===== src/rtl/imem_prog_loader.sv =====
// Byte-stream loader for the instruction memory: parses a length/data/checksum frame,
// writes little-endian words to imem and releases the core only after a verified image.
module imem_prog_loader #(
  parameter int unsigned ADDR_WIDTH = 8,
  parameter int unsigned MAX_WORDS  = 256
) (
  input  logic                  clk,
  input  logic                  reset,
  input  logic                  start,
  input  logic                  in_valid,
  input  logic [7:0]            in_data,
  output logic                  in_ready,
  output logic                  imem_we,
  output logic [ADDR_WIDTH-1:0] imem_addr,
  output logic [31:0]           imem_wdata,
  output logic                  core_reset,
  output logic                  done,
  output logic                  error
);

  typedef enum logic [2:0] {
    StIdle, StLenLo, StLenHi, StData, StCsum, StDone, StError
  } state_e;

  state_e                r_state;
  logic [15:0]           r_len;
  logic [7:0]            r_sum;
  logic [1:0]            r_byte_cnt;
  logic [15:0]           r_word_cnt;
  logic [23:0]           r_shift;
  logic                  r_in_ready;
  logic                  r_imem_we;
  logic [ADDR_WIDTH-1:0] r_imem_addr;
  logic [31:0]           r_imem_wdata;
  logic                  r_core_reset;
  logic                  r_done;
  logic                  r_error;

  logic                  w_accept;
  logic [7:0]            w_sum;
  logic [15:0]           w_len;
  logic                  w_last_word;

  assign w_accept    = in_valid & r_in_ready;
  assign w_sum       = r_sum + in_data;
  assign w_len       = {in_data, r_len[7:0]};
  assign w_last_word = (r_word_cnt == r_len - 16'd1);

  always_ff @(posedge clk) begin
    if (!reset) begin
      r_state      <= StIdle;
      r_len        <= '0;
      r_sum        <= '0;
      r_byte_cnt   <= '0;
      r_word_cnt   <= '0;
      r_shift      <= '0;
      r_in_ready   <= 1'b0;
      r_imem_we    <= 1'b0;
      r_imem_addr  <= '0;
      r_imem_wdata <= '0;
      r_core_reset <= 1'b1;
      r_done       <= 1'b0;
      r_error      <= 1'b0;
    end else begin
      r_imem_we <= 1'b0;
      case (r_state)
        StIdle, StDone, StError: begin
          if (start) begin
            r_state      <= StLenLo;
            r_in_ready   <= 1'b1;
            r_done       <= 1'b0;
            r_error      <= 1'b0;
            r_core_reset <= 1'b1;
            r_sum        <= '0;
            r_byte_cnt   <= '0;
            r_word_cnt   <= '0;
          end
        end
        StLenLo: begin
          if (w_accept) begin
            r_len[7:0] <= in_data;
            r_sum      <= w_sum;
            r_state    <= StLenHi;
          end
        end
        StLenHi: begin
          if (w_accept) begin
            r_len <= w_len;
            r_sum <= w_sum;
            if (w_len == 16'd0) begin
              r_state <= StCsum;
            end else if ({16'd0, w_len} > MAX_WORDS) begin
              r_state    <= StError;
              r_in_ready <= 1'b0;
              r_error    <= 1'b1;
            end else begin
              r_state <= StData;
            end
          end
        end
        StData: begin
          if (w_accept) begin
            r_sum <= w_sum;
            if (r_byte_cnt == 2'd3) begin
              r_imem_we    <= 1'b1;
              r_imem_addr  <= r_word_cnt[ADDR_WIDTH-1:0];
              r_imem_wdata <= {in_data, r_shift};
              r_word_cnt   <= r_word_cnt + 16'd1;
              r_byte_cnt   <= 2'd0;
              if (w_last_word) r_state <= StCsum;
            end else begin
              // First byte of a word ends up in bits [7:0] after three shifts.
              r_shift    <= {in_data, r_shift[23:8]};
              r_byte_cnt <= r_byte_cnt + 2'd1;
            end
          end
        end
        StCsum: begin
          if (w_accept) begin
            r_sum      <= w_sum;
            r_in_ready <= 1'b0;
            if (w_sum == 8'd0) begin
              r_state      <= StDone;
              r_done       <= 1'b1;
              r_core_reset <= 1'b0;
            end else begin
              r_state <= StError;
              r_error <= 1'b1;
            end
          end
        end
        default: begin
          r_state    <= StIdle;
          r_in_ready <= 1'b0;
        end
      endcase
    end
  end

  assign in_ready   = r_in_ready;
  assign imem_we    = r_imem_we;
  assign imem_addr  = r_imem_addr;
  assign imem_wdata = r_imem_wdata;
  assign core_reset = r_core_reset;
  assign done       = r_done;
  assign error      = r_error;

endmodule


===== config.mk =====
export PLATFORM = sky130hd
export DESIGN_NAME = imem_prog_loader
export DESIGN_NICKNAME = d
export VERILOG_FILES = /design/src/rtl/imem_prog_loader.sv
export SDC_FILE = /design/constraint.sdc
export NUM_CORES = 1
export LEC_CHECK = 0
export CAP_MARGIN = 5
export CORE_ASPECT_RATIO = 0.6
export CORE_MARGIN = 4
export CORE_UTILIZATION = 50
export DETAILED_ROUTE_END_ITERATION = 12
export GPL_TIMING_DRIVEN = 0
export PLACE_DENSITY = 0.74
export REMOVE_ABC_BUFFERS = 1
export SKIP_LAST_GASP = 1
export SYNTH_ARGS = -nofsm -noshare
export SYNTH_HDL_FRONTEND = slang
export SYNTH_SLANG_ARGS = --single-unit
export TNS_END_PERCENT = 10

===== constraint.sdc =====
create_clock -name clk -period 3 [get_ports clk]
set_clock_uncertainty 0.05 [all_clocks]
set_input_delay 0.3 -clock clk [delete_from_list [all_inputs] [get_ports clk]]
set_output_delay 0.3 -clock clk [all_outputs]
set_load 0.02 [all_outputs]

==> results.cfg, run 1 <==
[status]
outcome = finished clean

[placement]
place_congestion = 0.937
dp_hpwl_um = 9140
portBuffers = 56
place_inst = 813

[setup_path]
setup.worst_path.class = in -> reg
arrival_ps = 3210
critical_path.max_fanout = 6
critPathTopFamily = simple AND/OR/NAND/NOR gates
ff2ff_setup_slack_ps = 80
end_kind = register
worst-path-buf-inv = 1
required_ps = 3260
rr_startpoint = r_sum[0]
worstPathCellList = clkdlybuf4s50_1, ha_1, o21ai_0, o21bai_1, o41ai_2, xnor2_1, or4b_4, or3_1, a21o_1
rr_worst_depth = 7
r2r-end = core_reset
critPathLaunchType = input pin
critPathMaxStageDelay_ps = 640
cp_slowest_cell = clkdlybuf4s50_1

[floorplanning]
core_um2 = 10700
pin_count = 57
dieArea_um2 = 12900
start_util = 0.519
die_w_um = 144
rows = 29
dieHeight_um = 89.6

[synth]
yosysWarnings = 0
synthCells = 659
synthArstFlopShare = 0
synthFlopType = dfxtp_1
synth-edff-count = 0
syn_area_um2 = 5550
synth_cell_types = 65
yosysSeqAreaShare = 0.411
syn-mean-instance-area_um2 = 8.43
synth-seq-cells = 114

[job]
maxCapViolations = 0

[timing]
setup_viol = 0
slew_headroom = 0.347
fin_crit_sh = 0.984
whs_ps = 290
finalHoldViolCount = 0
fmax_mhz = 339
drv_slew = 0
min_period_ps = 2950
worstMarginPinSlew_ps = 978
rsz0062_at_grt = yes

[cts]
cts_hold_buf = 0
cts_setup_buffers = 0
clk_pin_slew_ps = 60
cts_tree = built
cts_buffer_depth = 2
root_buffer = clkbuf_16
insertion_delay_ps = 410
htree_levels = 4
numClockSinks = 114
numCtsBuffers = 17

[global_route]
grtUsageTotal = 0.214
grt_use_met3 = 0.0593
grtUsageMet2 = 0.316
busiest_layer = met2
grt_start_max_net_pins = 67
antenna_found_initial = 0
grt_pass1_wl_um = 21700
grt-ovfl-total = 0
use_met1 = 0.303
grt_pass1_vias = 4414

[min_path]
holdCritStartpoint = in_data[2]
hp-class = in -> reg
hold_end = r_shift[18]
whs_path_depth = 3

[route]
final_antenna_net_count = 0
avgViaCountPerCell = 5.58
drt_iter0_markers = 349
drt_first_pass_iters = 5
remaining_drc_errors = 0
wl_um = 13400
wl_per_cell_um = 15.8
vias = 4714

[power]
leakage_nw = 2.29
ir_drop_mv = 0.428
p_per_area_nw_per_um2 = 660

[final_layout]
nets = 717
fillers = 892
diodes = 0
drive_gt1_frac = 0.0793
area_growth_pct = 22.0
fin_cells = 845
-- cell families after synthesis --
kind of cell,count (synthesis),share of synthesized area
AO/OA/AOI/OAI,148,0.191
XOR/XNOR,43,0.0678
adder cells (fa/ha/maj),12,0.0284
buffers and inverters,53,0.0367
flip-flops,114,0.411
multiplexers,18,0.0327
AND/OR/NAND/NOR,271,0.232
-- placed cells by master (no fill, tap or decap), types with 3 or more instances in the layout --
cell / synthesis / layout
a31oi_1: 3 / 3
or3_1: 5 / 5
inv_6: 0 / 3
clkinvlp_4: 0 / 4
mux2i_1: 17 / 17
clkdlybuf4s50_1: 0 / 52
dfxtp_1: 114 / 113
nand4_1: 9 / 9
nand2_1: 146 / 146
nand3_1: 13 / 13
inv_1: 11 / 11
nor3_1: 9 / 9
a21oi_1: 21 / 21
a22oi_1: 9 / 9
xnor2_1: 26 / 26
a21boi_0: 66 / 66
nor4_1: 5 / 5
ha_1: 11 / 10
o21ai_0: 17 / 17
clkbuf_16: 0 / 17
and3_1: 4 / 4
and2_1: 3 / 3
xor2_1: 17 / 17
nor2_1: 30 / 28
nor2b_1: 27 / 27
-- how the worst max path moves through the flow --
stage,startpoint,to,slack [ps],depth (start not counted)
CTS,r_sum[0],core_reset,10,8
detailed placement,in_data[0],core_reset,-830,9
floorplan,in_data[0],core_reset,140,8
finish,in_data[3],core_reset,50,9
global placement,reset,error,-1700,4
global route,r_state[1],r_word_cnt[15],-60,7
-- area by class of cell --
type	instances	area, um2	share of cell area
Tap cell	139	174	0.0257
Timing Repair Buffer	57	578	0.0853
Inverter	11	41.3	0.00609
Sequential cell	114	2280	0.337
Multi-Input combinational cell	492	3100	0.457
Clock inverter	13	150	0.0222
Clock buffer	19	453	0.0669
-- through the flow --
stage	util	TNS, ps	cell area [um2]	setup WS (ps)	total power [mW]
floorplan	-	0	5390	136	2.22
global placement	0.572	-60780	6120	-1700	2.41
detailed placement	0.575	-3160	6150	-826	2.44
CTS	0.632	0	6760	14.5	4.49
global route	0.633	-109	6780	-61.5	4.67
finish	0.633	0	6780	47.6	4.47
-- layer usage --
metal	vias to the layer above	part of all wire	wire length [um]
met4	0	0.0087	116
met1	2206	0.50	6690
met5	-	0	0
li1	2337	-	-
met2	158	0.43	5680
met3	13	0.066	878
-- tightest hold or removal path, delay by kind of cell --
kind	cells	cell delay, ps
AND/OR/NAND/NOR	1	100
AO/OA/AOI/OAI	1	70
buffers and inverters	1	240
-- flip-flops by register name, indices dropped and copies added (netlist names) --
name        flops
r_state         3
core_reset      1
imem_wdata     32
r_len          16
error           1
r_byte_cnt      2
r_shift        24
in_ready        1
done            1
imem_we         1
imem_addr       8
r_sum           8
r_word_cnt     16
-- Yosys cell counts (2+ instances only) --
cell      number  area, um2
nor2_1        30        113
mux2i_1       17        170
buf_2          4       20.0
a21oi_1       21        105
nand2b_1       2       12.5
and3_1         4       25.0
and4b_1        2       20.0
nor4_1         5       31.3
a21o_1         2       15.0
nor3_1         9       45.0
nand4_1        9       56.3
or3_1          5       31.3
nand2_1      146        548
nor3b_1        2       15.0
ha_1          11        138
nor2b_1       27        169
clkbuf_1      34        128
o211a_1        2       20.0
nand3_1       13       65.1
inv_1         11       41.3
o21ai_0       17       85.1
o31a_1         2       17.5
a211oi_1       2       15.0
buf_1          4       15.0
a21boi_0      66        495
or2_2          2       12.5
xnor2_1       26        228
or4_1          2       15.0
a31o_2         2       17.5
and2_1         3       18.8
a22oi_1        9       67.6
o211ai_1       2       15.0
o21bai_1       2       15.0
a31oi_1        3       18.8
o32ai_1        2       17.5
xor2_1        17        149
dfxtp_1      114       2280
-- power breakdown --
group	internal [mW]	switching (mW)	leakage (nW)
logic	0.321	0.420	1.09
clock network	1.28	0.763	0.285
registers	1.57	0.122	0.920
total	3.17	1.30	2.29
-- repair_timing --
item	4_1_cts	5_1_grt
cloned	0	0
hold endpoints to repair	0	0
resized for setup	5	4
setup endpoints to repair	5	14
(Power assumes the default switching activity.)
==> run 2, diff against run 1 <==
CORE_MARGIN = 2   (was 4)
SLEW_MARGIN = 20   (was default)
TNS_END_PERCENT = 100   (was 10)
==> run 2 against run 1 <==
The flow now finishes with violations (DRC). Sequential share of layout area is essentially flat. Hold slack worse by 22 ps. Critical path depth down 1. Sequential power is essentially flat. Cell count increased by 0.24%. Die area down 7.1%. First-iteration DRC count grew 28%. Critical endpoint unchanged. Largest power group unchanged.
==> results.cfg, run 2 (synthesis results as in run 1) <==
[status]
outcome = finished with violations
violations = DRC

[global_route]
grt-ovfl-total = 0
antenna_found_initial = 0
grt_pass1_vias = 4299
grtUsageTotal = 0.229
grt_start_max_net_pins = 97
grt_pass1_wl_um = 21800

[placement]
dp_slack_ps = -855
place_inst = 815
place_area_um2 = 6180
dp_hpwl_um = 8900
portBuffers = 56
place_congestion = 0.903

[setup_path]
rr_startpoint = r_sum[0]
required_ps = 3250
critPathLaunchType = register
setup.worst_path.class = reg -> reg
worstPathCellList = ha_4, fa_2, xor2_1, or3_2, nor3_1, or4b_4, or3_4, a21o_1
end_kind = register
critPathTopFamily = simple AND/OR/NAND/NOR gates
critical_path.max_fanout = 4
arrival_ps = 3170
crit_start = r_sum[0]
critPathMaxStageDelay_ps = 520
worst-path-buf-inv = 0
cp_slowest_cell = or4b_4

[timing]
fin_crit_sh = 0.972
min_period_ps = 2910
setup_ws_ps = 85.5
rsz0062_at_grt = yes
drv_slew = 0
setup-tns-final_ps = 0
fmax_mhz = 343
setup_viol = 0
worstMarginPinSlew_ps = 970
finalHoldViolCount = 0
slew_headroom = 0.353
whs_ps = 268

[cts]
clk_pin_slew_ps = 60
cts_tree = built
root_buffer = clkbuf_16
numCtsBuffers = 17
cts_buffer_depth = 2
cts_setup_buffers = 0
htree_levels = 4
numClockSinks = 114
insertion_delay_ps = 410

[power]
p_per_area_nw_per_um2 = 642
p_int_mw = 3.06
power_mw = 4.36
seq_power_share = 0.387
leakage_nw = 2.30
pwr-share-comb = 0.171
pwr-share-clk = 0.441
switchingPower_mw = 1.30
ir_drop_mv = 0.501
p_sw_frac = 0.298

[final_layout]
stdcell_area_um2 = 6780
largest_reg_flops = 32
fin_cells = 847
fillers = 862
diodes = 0
fin_util = 0.634
most-common-layout-cells = 146 x nand2_1, 113 x dfxtp_1, 66 x a21boi_0, 51 x clkdlybuf4s50_1, 28 x nor2_1
final_common_cell = nand2_1
drive_gt1_frac = 0.0833
area_growth_pct = 22.1
nets = 719

[route]
wl_per_cell_um = 15.8
route.top_layer_used = met4
avgViaCountPerCell = 5.65
wl_met1_um = 6570
wl_met3_um = 982
drt_first_pass_iters = 11
wl_um = 13400
drt_iter0_markers = 448
wl_met2_um = 5590
vias = 4788
remaining_drc_errors = 9
final_antenna_net_count = 0

[floorplanning]
core_um2 = 10700
rows = 29
dieHeight_um = 85.6
pin_count = 57
die_w_um = 140
dieArea_um2 = 12000
start_util = 0.519

[job]
maxCapViolations = 0

[min_path]
hp-class = in -> reg
holdCritStartpoint = in_data[2]
==> run 2: area by class of cell <==
class / instances / area (um2) / share of cell area
clock inverters: 14 / 131 / 0.0194
well taps: 139 / 174 / 0.0256
multi-input cells: 492 / 3110 / 0.459
clock buffers: 18 / 439 / 0.0648
inverters: 11 / 41.3 / 0.00609
flip-flops and latches: 114 / 2280 / 0.337
repair buffers: 59 / 602 / 0.0887
==> run 2: final timing paths <==
path,end,slack (ps),depth (start not counted)
worst max-delay path,core_reset,90,8
worst min-delay path,imem_wdata[26],270,3
worst max register to register,core_reset,90,8
worst min register to register,done,410,2
==> run 2: power groups by stage <==
stage | sequential (mW) | combinational, mW | clock (mW)
floorplan | 1.69 | 0.524 | 0
global placement | 1.71 | 0.708 | 0
detailed placement | 1.71 | 0.725 | 0
CTS | 1.68 | 0.733 | 1.95
global route | 1.70 | 0.813 | 2.02
finish | 1.69 | 0.746 | 1.92
==> run 2: layer usage <==
layer / vias to the layer above / track usage
met5: - / 0
met2: 179 / 0.326
met4: 0 / 0.0826
li1: 2345 / -
met1: 2237 / 0.332
met3: 27 / 0.0609
==> run 2: repair_timing <==
item / in CTS / in global routing
hold endpoints to repair: 0 / 0
endpoints found under the setup margin: 5 / 12
cloned: 0 / 0
resized for setup: 5 / 7
hold buffers: 0 / 0
==> run 2: worst register-to-register path, stage by stage, from the launching register on <==
cell and delay, ps:
dfxtp_1 330, ha_4 180, fa_2 370, xor2_1 180
or3_2 420, nor3_1 190, or4b_4 520, or3_4 390
a21o_1 180
